<file path="config.mk">
export PLATFORM = sky130hd
export DESIGN_NAME = stopwatch_ctrl
export DESIGN_NICKNAME = d
export VERILOG_FILES = /design/src/rtl/stopwatch_ctrl.sv
export SDC_FILE = /design/constraint.sdc
export NUM_CORES = 1
export LEC_CHECK = 0
export BUFFER_PORTS_ARGS = -buffer_cell sky130_fd_sc_hd__buf_2
export CAP_MARGIN = 20
export CORE_MARGIN = 2
export CORE_UTILIZATION = 52
export CTS_BUF_LIST = sky130_fd_sc_hd__clkbuf_4 sky130_fd_sc_hd__clkbuf_8
export DETAILED_ROUTE_END_ITERATION = 12
export GPL_ROUTABILITY_DRIVEN = 0
export PLACE_DENSITY = 0.72
export SYNTH_ARGS = -nofsm -noshare
export SYNTH_HDL_FRONTEND = slang
export SYNTH_SLANG_ARGS = --single-unit
</file>
<file path="constraint.sdc">
create_clock -name clk_i -period 2.3 [get_ports clk_i]
set_clock_uncertainty 0.15 [all_clocks]
set_input_delay 0 -clock clk_i [delete_from_list [all_inputs] [get_ports clk_i]]
set_output_delay 0 -clock clk_i [all_outputs]
set_load 0.02 [all_outputs]
</file>
<file path="src/rtl/stopwatch_ctrl.sv">
// Stopwatch controller: three debounced buttons drive an IDLE/RUN/STOP/OVF FSM
// that counts packed BCD hundredths (SS.cc) from a TICK_DIV-cycle prescaler.
//
// state | meaning
// IDLE  | cleared, digits 0000, waiting for start
// RUN   | prescaler counting, digits advance once per TICK_DIV cycles
// STOP  | paused, prescaler and digits frozen, start resumes
// OVF   | 99.99 reached and another tick arrived, only clear exits
module stopwatch_ctrl #(
  parameter int TICK_DIV        = 500000,
  parameter int DEBOUNCE_CYCLES = 65536
) (
  input  logic        clk_i,
  input  logic        rst_n_i,
  input  logic        btn_start_i,
  input  logic        btn_stop_i,
  input  logic        btn_clear_i,
  output logic [15:0] digits_o,
  output logic        running_o,
  output logic        overflow_o
);

  localparam int CW = $clog2(DEBOUNCE_CYCLES + 1);
  localparam int PW = $clog2(TICK_DIV);
  localparam logic [CW-1:0] DEB_LAST   = CW'(DEBOUNCE_CYCLES - 1);
  localparam logic [PW-1:0] PRESC_LAST = PW'(TICK_DIV - 1);

  localparam logic [1:0] S_IDLE = 2'd0;
  localparam logic [1:0] S_RUN  = 2'd1;
  localparam logic [1:0] S_STOP = 2'd2;
  localparam logic [1:0] S_OVF  = 2'd3;

  logic [2:0] btn_raw;
  logic [2:0] press;
  logic [1:0] vld_q;

  assign btn_raw = {btn_clear_i, btn_stop_i, btn_start_i};

  // vld_q[1] marks that the second synchronizer stage holds a real sample
  always_ff @(posedge clk_i or negedge rst_n_i) begin
    if (!rst_n_i) vld_q <= 2'b00;
    else          vld_q <= {vld_q[0], 1'b1};
  end

  for (genvar b = 0; b < 3; b++) begin : g_btn
    logic          s1_q, s2_q, deb_q, deb_d1_q, armed_q, press_q;
    logic [CW-1:0] cnt_q;

    // A button is armed only after it has been seen low, so one held through reset never fires
    always_ff @(posedge clk_i or negedge rst_n_i) begin
      if (!rst_n_i) begin
        s1_q     <= 1'b0;
        s2_q     <= 1'b0;
        deb_q    <= 1'b0;
        deb_d1_q <= 1'b0;
        armed_q  <= 1'b0;
        press_q  <= 1'b0;
        cnt_q    <= '0;
      end else begin
        s1_q <= btn_raw[b];
        s2_q <= s1_q;
        if (s2_q != deb_q) begin
          if (cnt_q == DEB_LAST) begin
            deb_q <= s2_q;
            cnt_q <= '0;
          end else begin
            cnt_q <= cnt_q + 1'b1;
          end
        end else begin
          cnt_q <= '0;
        end
        deb_d1_q <= deb_q;
        if (vld_q[1] && !s2_q) armed_q <= 1'b1;
        press_q <= armed_q & deb_q & ~deb_d1_q;
      end
    end

    assign press[b] = press_q;
  end

  logic          ev_start, ev_stop, ev_clear;
  logic [1:0]    state_q, state_d;
  logic [PW-1:0] presc_q, presc_d;
  logic [15:0]   digits_q, digits_d;
  logic          running_q, overflow_q;

  assign ev_start = press[0];
  assign ev_stop  = press[1];
  assign ev_clear = press[2];

  function automatic logic [15:0] bcd_inc(input logic [15:0] v);
    logic [15:0] r;
    logic        carry;
    r     = v;
    carry = 1'b1;
    for (int i = 0; i < 4; i++) begin
      if (carry) begin
        if (r[i*4 +: 4] == 4'd9) begin
          r[i*4 +: 4] = 4'd0;
        end else begin
          r[i*4 +: 4] = r[i*4 +: 4] + 4'd1;
          carry       = 1'b0;
        end
      end
    end
    return r;
  endfunction

  // Only the highest-priority event (clear > stop > start) is acted on
  always_comb begin
    state_d  = state_q;
    presc_d  = presc_q;
    digits_d = digits_q;
    case (state_q)
      S_IDLE: if (ev_start && !ev_stop && !ev_clear) state_d = S_RUN;
      S_RUN: begin
        if (ev_clear) begin
          state_d = S_IDLE;
        end else if (ev_stop) begin
          state_d = S_STOP;
        end else if (presc_q == PRESC_LAST) begin
          presc_d = '0;
          if (digits_q == 16'h9999) state_d = S_OVF;
          else                      digits_d = bcd_inc(digits_q);
        end else begin
          presc_d = presc_q + 1'b1;
        end
      end
      S_STOP: begin
        if (ev_clear)                 state_d = S_IDLE;
        else if (ev_start && !ev_stop) state_d = S_RUN;
      end
      S_OVF: if (ev_clear) state_d = S_IDLE;
    endcase
    if (state_d == S_IDLE) begin
      presc_d  = '0;
      digits_d = '0;
    end
  end

  always_ff @(posedge clk_i or negedge rst_n_i) begin
    if (!rst_n_i) begin
      state_q    <= S_IDLE;
      presc_q    <= '0;
      digits_q   <= '0;
      running_q  <= 1'b0;
      overflow_q <= 1'b0;
    end else begin
      state_q    <= state_d;
      presc_q    <= presc_d;
      digits_q   <= digits_d;
      running_q  <= (state_d == S_RUN);
      overflow_q <= (state_d == S_OVF);
    end
  end

  assign digits_o   = digits_q;
  assign running_o  = running_q;
  assign overflow_o = overflow_q;

endmodule

</file>
==> impl_metrics.sql <==
INSERT INTO impl_metrics (metric_group, metric, value, unit) VALUES
('sta', 'post-route-period-util', '103', '%'),
('grt', 'grt_overflow_total', '0', ''),
('clock_network', 'htreeDepth', '3', ''),
('floorplanning', 'height_of_the_die', '107', 'um'),
('logic_synthesis', 'synthesis.yosys.warnings', '0', ''),
('setup_path', 'crit_path_end_kind', 'flop', ''),
('drt', 'routed_wirelength', '10800', 'um'),
('sta', 'final_worst_hold_slack', '0.0555', 'ns'),
('logic_synthesis', 'postSynthNetCount', '568', ''),
('grt', 'first_global_vias', '4074', ''),
('drt', 'detail_route.vias_per_cell', '5.83', ''),
('place', 'postPlaceCellArea', '5920', 'um2'),
('drt', 'detailedRoute.firstPassIterationCount', '4', ''),
('logic_synthesis', 'syn_area', '5490', 'um2'),
('final_layout', 'fillCellCount', '888', ''),
('grt', 'global_route.usage.met1', '26.2', '%'),
('grt', 'grt_first_pass_wirelength', '18200', 'um'),
('sta', 'layout_setup_ws', '-0.0633', 'ns'),
('final_layout', 'final_layout_size_suffix_gt1_share', '15.6', '%'),
('sta', 'finalSetupViolations', '15', ''),
('drt', 'drt_iter0_drc', '244', ''),
('clock_network', 'cts-root-buf', 'clkbuf_8', ''),
('setup_path', 'path_delay_family', 'simple AND/OR/NAND/NOR gates', ''),
('sta', 'grt_setup_unrepaired', 'true', ''),
('floorplanning', 'fp-row-count', '37', ''),
('setup_path', 'cp_slowest_stage_delay', '0.50', 'ns'),
('sta', 'clock.fmax', '423', 'MHz'),
('clock_network', 'clkSlewWorstSetupHoldPaths', '0.11', 'ns'),
('grt', 'grt-busiest-layer', 'met2', ''),
('floorplanning', 'core-area', '10300', 'um2'),
('floorplanning', 'floorplan.initialDensity', '53.4', '%'),
('drt', 'drc_errors', '0', ''),
('outcome', 'status', 'finished with violations', ''),
('clock_network', 'cts-root-to-sink-buffers', '2', ''),
('logic_synthesis', 'postSynthCellCount', '551', ''),
('floorplanning', 'pin_count', '23', ''),
('final_layout', 'register_area', '2750', 'um2'),
('final_layout', 'diodes', '0', ''),
('setup_path', 'startpoint_type', 'flop', ''),
('setup_path', 'critical_path.max_fanout', '7', ''),
('final_layout', 'final_nets', '614', ''),
('setup_path', 'worst_path_max_delay_cell', 'or4b_4', ''),
('sta', 'finalSetupTns', '-0.533', 'ns'),
('sta', 'finalHoldViolCount', '0', ''),
('setup_path', 'critical_path.most_common_cell', 'buf_4', ''),
('sta', 'timing.final.crit_period', '2.36', 'ns'),
('worst_hold_path', 'hold_path_class', 'input pin to asynchronous set/reset pin', ''),
('grt', 'grtUsageMet3', '2.37', '%'),
('setup_path', 'required', '2.40', 'ns'),
('sta', 'max_slew_margin', '47.1', '%'),
('logic_synthesis', 'synth_async_sr_flop_share', '100', '%'),
('grt', 'grtUsageMet2', '32.5', '%'),
('clock_network', 'clk-insertion-delay-late', '0.37', 'ns'),
('setup_path', 'worstRegToRegCells', '6', ''),
('final_layout', 'area_growth', '15.0', '%'),
('outcome', 'violations', 'negative setup slack', ''),
('logic_synthesis', 'count_of_flip_flops_with_a_built_in_enable_after_synthesis', '0', ''),
('setup_path', 'critical_path.startpoint', 'presc_q[11]', ''),
('logic_synthesis', 'ys_seq_area_share', '50.1', '%'),
('setup_path', 'worst-path-stages', '6', ''),
('setup_path', 'critPathKind', 'flop to flop', ''),
('logic_synthesis', 'synthFlopType', 'dfrtp_1', ''),
('power', 'cellPowerDensity', '514', 'nW/um2'),
('place', 'portBuffers', '22', ''),
('drt', 'vias', '4305', ''),
('power', 'peakVddDrop', '0.357', 'mV'),
('place', 'dpl_worst_slack', '-0.0886', 'ns'),
('setup_path', 'crit_arrival', '2.46', 'ns'),
('setup_path', 'crit_chain', 'or4b_4, or3_4, buf_4, o31ai_4, buf_4, a21oi_1', ''),
('sta', 'timing_max_transition_violations_final', '0', ''),
('sta', 'tightest_slew', '0.786', 'ns');
[kinds of logic (layout without fill, tap and decap cells)]
kind of cell,count (synthesis),count (layout),share of synthesized area [%]
buffers and inverters,41,92,3.03
DFF,110,110,50.1
AOI/OAI and AO/OA,86,86,10.2
other,1,1,0.0683
xor gates and xnor gates,38,38,6.06
muxes,15,15,2.83
and+or+nand+nor,248,248,24.9
adders and majority gates,12,12,2.73
[stage by stage]
stage,power [mW],std cells,utilization (%)
after floorplan,2.04,551,-
after global placement,2.10,714,57.6
after detailed placement,2.10,714,57.6
after CTS,3.28,734,60.3
after global routing,3.37,738,61.4
final,3.24,738,61.4
[area by class of cell]
cell class | instances | area share (%)
timing repair buffer | 60 | 6.98
clock buffer | 11 | 2.20
clock inverter | 5 | 0.951
multi-input combinational | 400 | 42.6
sequential | 110 | 43.6
tap | 136 | 2.70
inverter | 16 | 0.951
[path summary, 6_finish.rpt]
| kind | end | slack, ns |
|---|---|---|
| setup / recovery | presc_q[11] | -0.06 |
| hold / removal | digits_o[7] | 0.06 |
| setup reg to reg | presc_q[11] | -0.06 |
| hold reg to reg | g_btn[0].s2_q | 0.21 |
| max in group asynchronous | g_btn[1].cnt_q[12] | 1.24 |
| min in group clk_i | g_btn[2].s1_q | 0.11 |
[synthesized netlist by cell type (all sizes together), types with 2 or more instances]
| cell | number | area, um2 |
|---|---|---|
| a2111oi | 3 | 26.3 |
| o21bai | 2 | 15.0 |
| a21oi | 28 | 140 |
| nand2 | 47 | 176 |
| nor4 | 8 | 56.3 |
| or3 | 23 | 144 |
| nor2 | 46 | 173 |
| and4 | 6 | 52.6 |
| o31ai | 13 | 103 |
| inv | 16 | 60.1 |
| mux2i | 11 | 110 |
| nand3 | 29 | 145 |
| ha | 12 | 150 |
| or4 | 11 | 82.6 |
| buf | 6 | 35.0 |
| a311oi | 2 | 17.5 |
| and3b | 3 | 26.3 |
| a211oi | 2 | 15.0 |
| a21o | 4 | 30.0 |
| clkbuf | 19 | 71.3 |
| mux2 | 4 | 45.0 |
| and3 | 14 | 87.6 |
| xor2 | 30 | 263 |
| nor4b | 5 | 50.0 |
| xnor2 | 8 | 70.1 |
| nand4 | 25 | 156 |
| a31oi | 2 | 12.5 |
| o211ai | 2 | 15.0 |
| nor3 | 9 | 55.1 |
| nand3b | 5 | 37.5 |
| dfrtp | 110 | 2750 |
| o211a | 3 | 30.0 |
| and2 | 9 | 56.3 |
| o21ai | 17 | 85.1 |
| nand2b | 3 | 18.8 |
[what timing repair did]
item / CTS / global route
pin swaps: 4 / 2
hold buffers: 4 / 0
endpoints found under the setup margin: 21 / 23
resized for setup: 7 / 16
hold endpoints to repair: 55 / 0
gates cloned: 0 / 1
buffers inserted: 0 / 3
[placed cells by master, fill, tap and decap left out, types with 14 or more instances in the layout]
cell,count
a21oi_1,27
and3_1,14
buf_2,21
buf_4,31
dfrtp_1,110
inv_1,16
nand2_1,47
nand3_1,29
nand4_1,25
nor2_1,46
o21ai_0,16
or3_1,21
xor2_1,30
[layer usage]
metal  part of all wire, %  vias up  routed length [um]
li1                      -     2083                   -
met1                    47     2129                5080
met2                    48       82                5220
met3                   3.5       11                 377
met4                   1.4        0                 150
met5                     0        -                   0
[report_power, final]
group	internal [mW]	switching, mW	leakage (nW)	total [mW]
Sequential	1.95	0.0140	1.50	1.97
Clock	0.531	0.646	0.100	1.18
Combinational	0.0310	0.0697	1.09	0.101
[state kept, by name, indices dropped and copies added (netlist names)]
name	flops
digits_o	16
ev_clear	1
ev_start	1
ev_stop	1
g_btn.armed_q	3
g_btn.cnt_q	51
g_btn.deb_d1_q	3
g_btn.deb_q	3
g_btn.s1_q	3
g_btn.s2_q	3
overflow_o	1
presc_q	19
running_o	1
state_q	2
vld_q	2
Note: power is estimated with default switching activity, not from simulation.
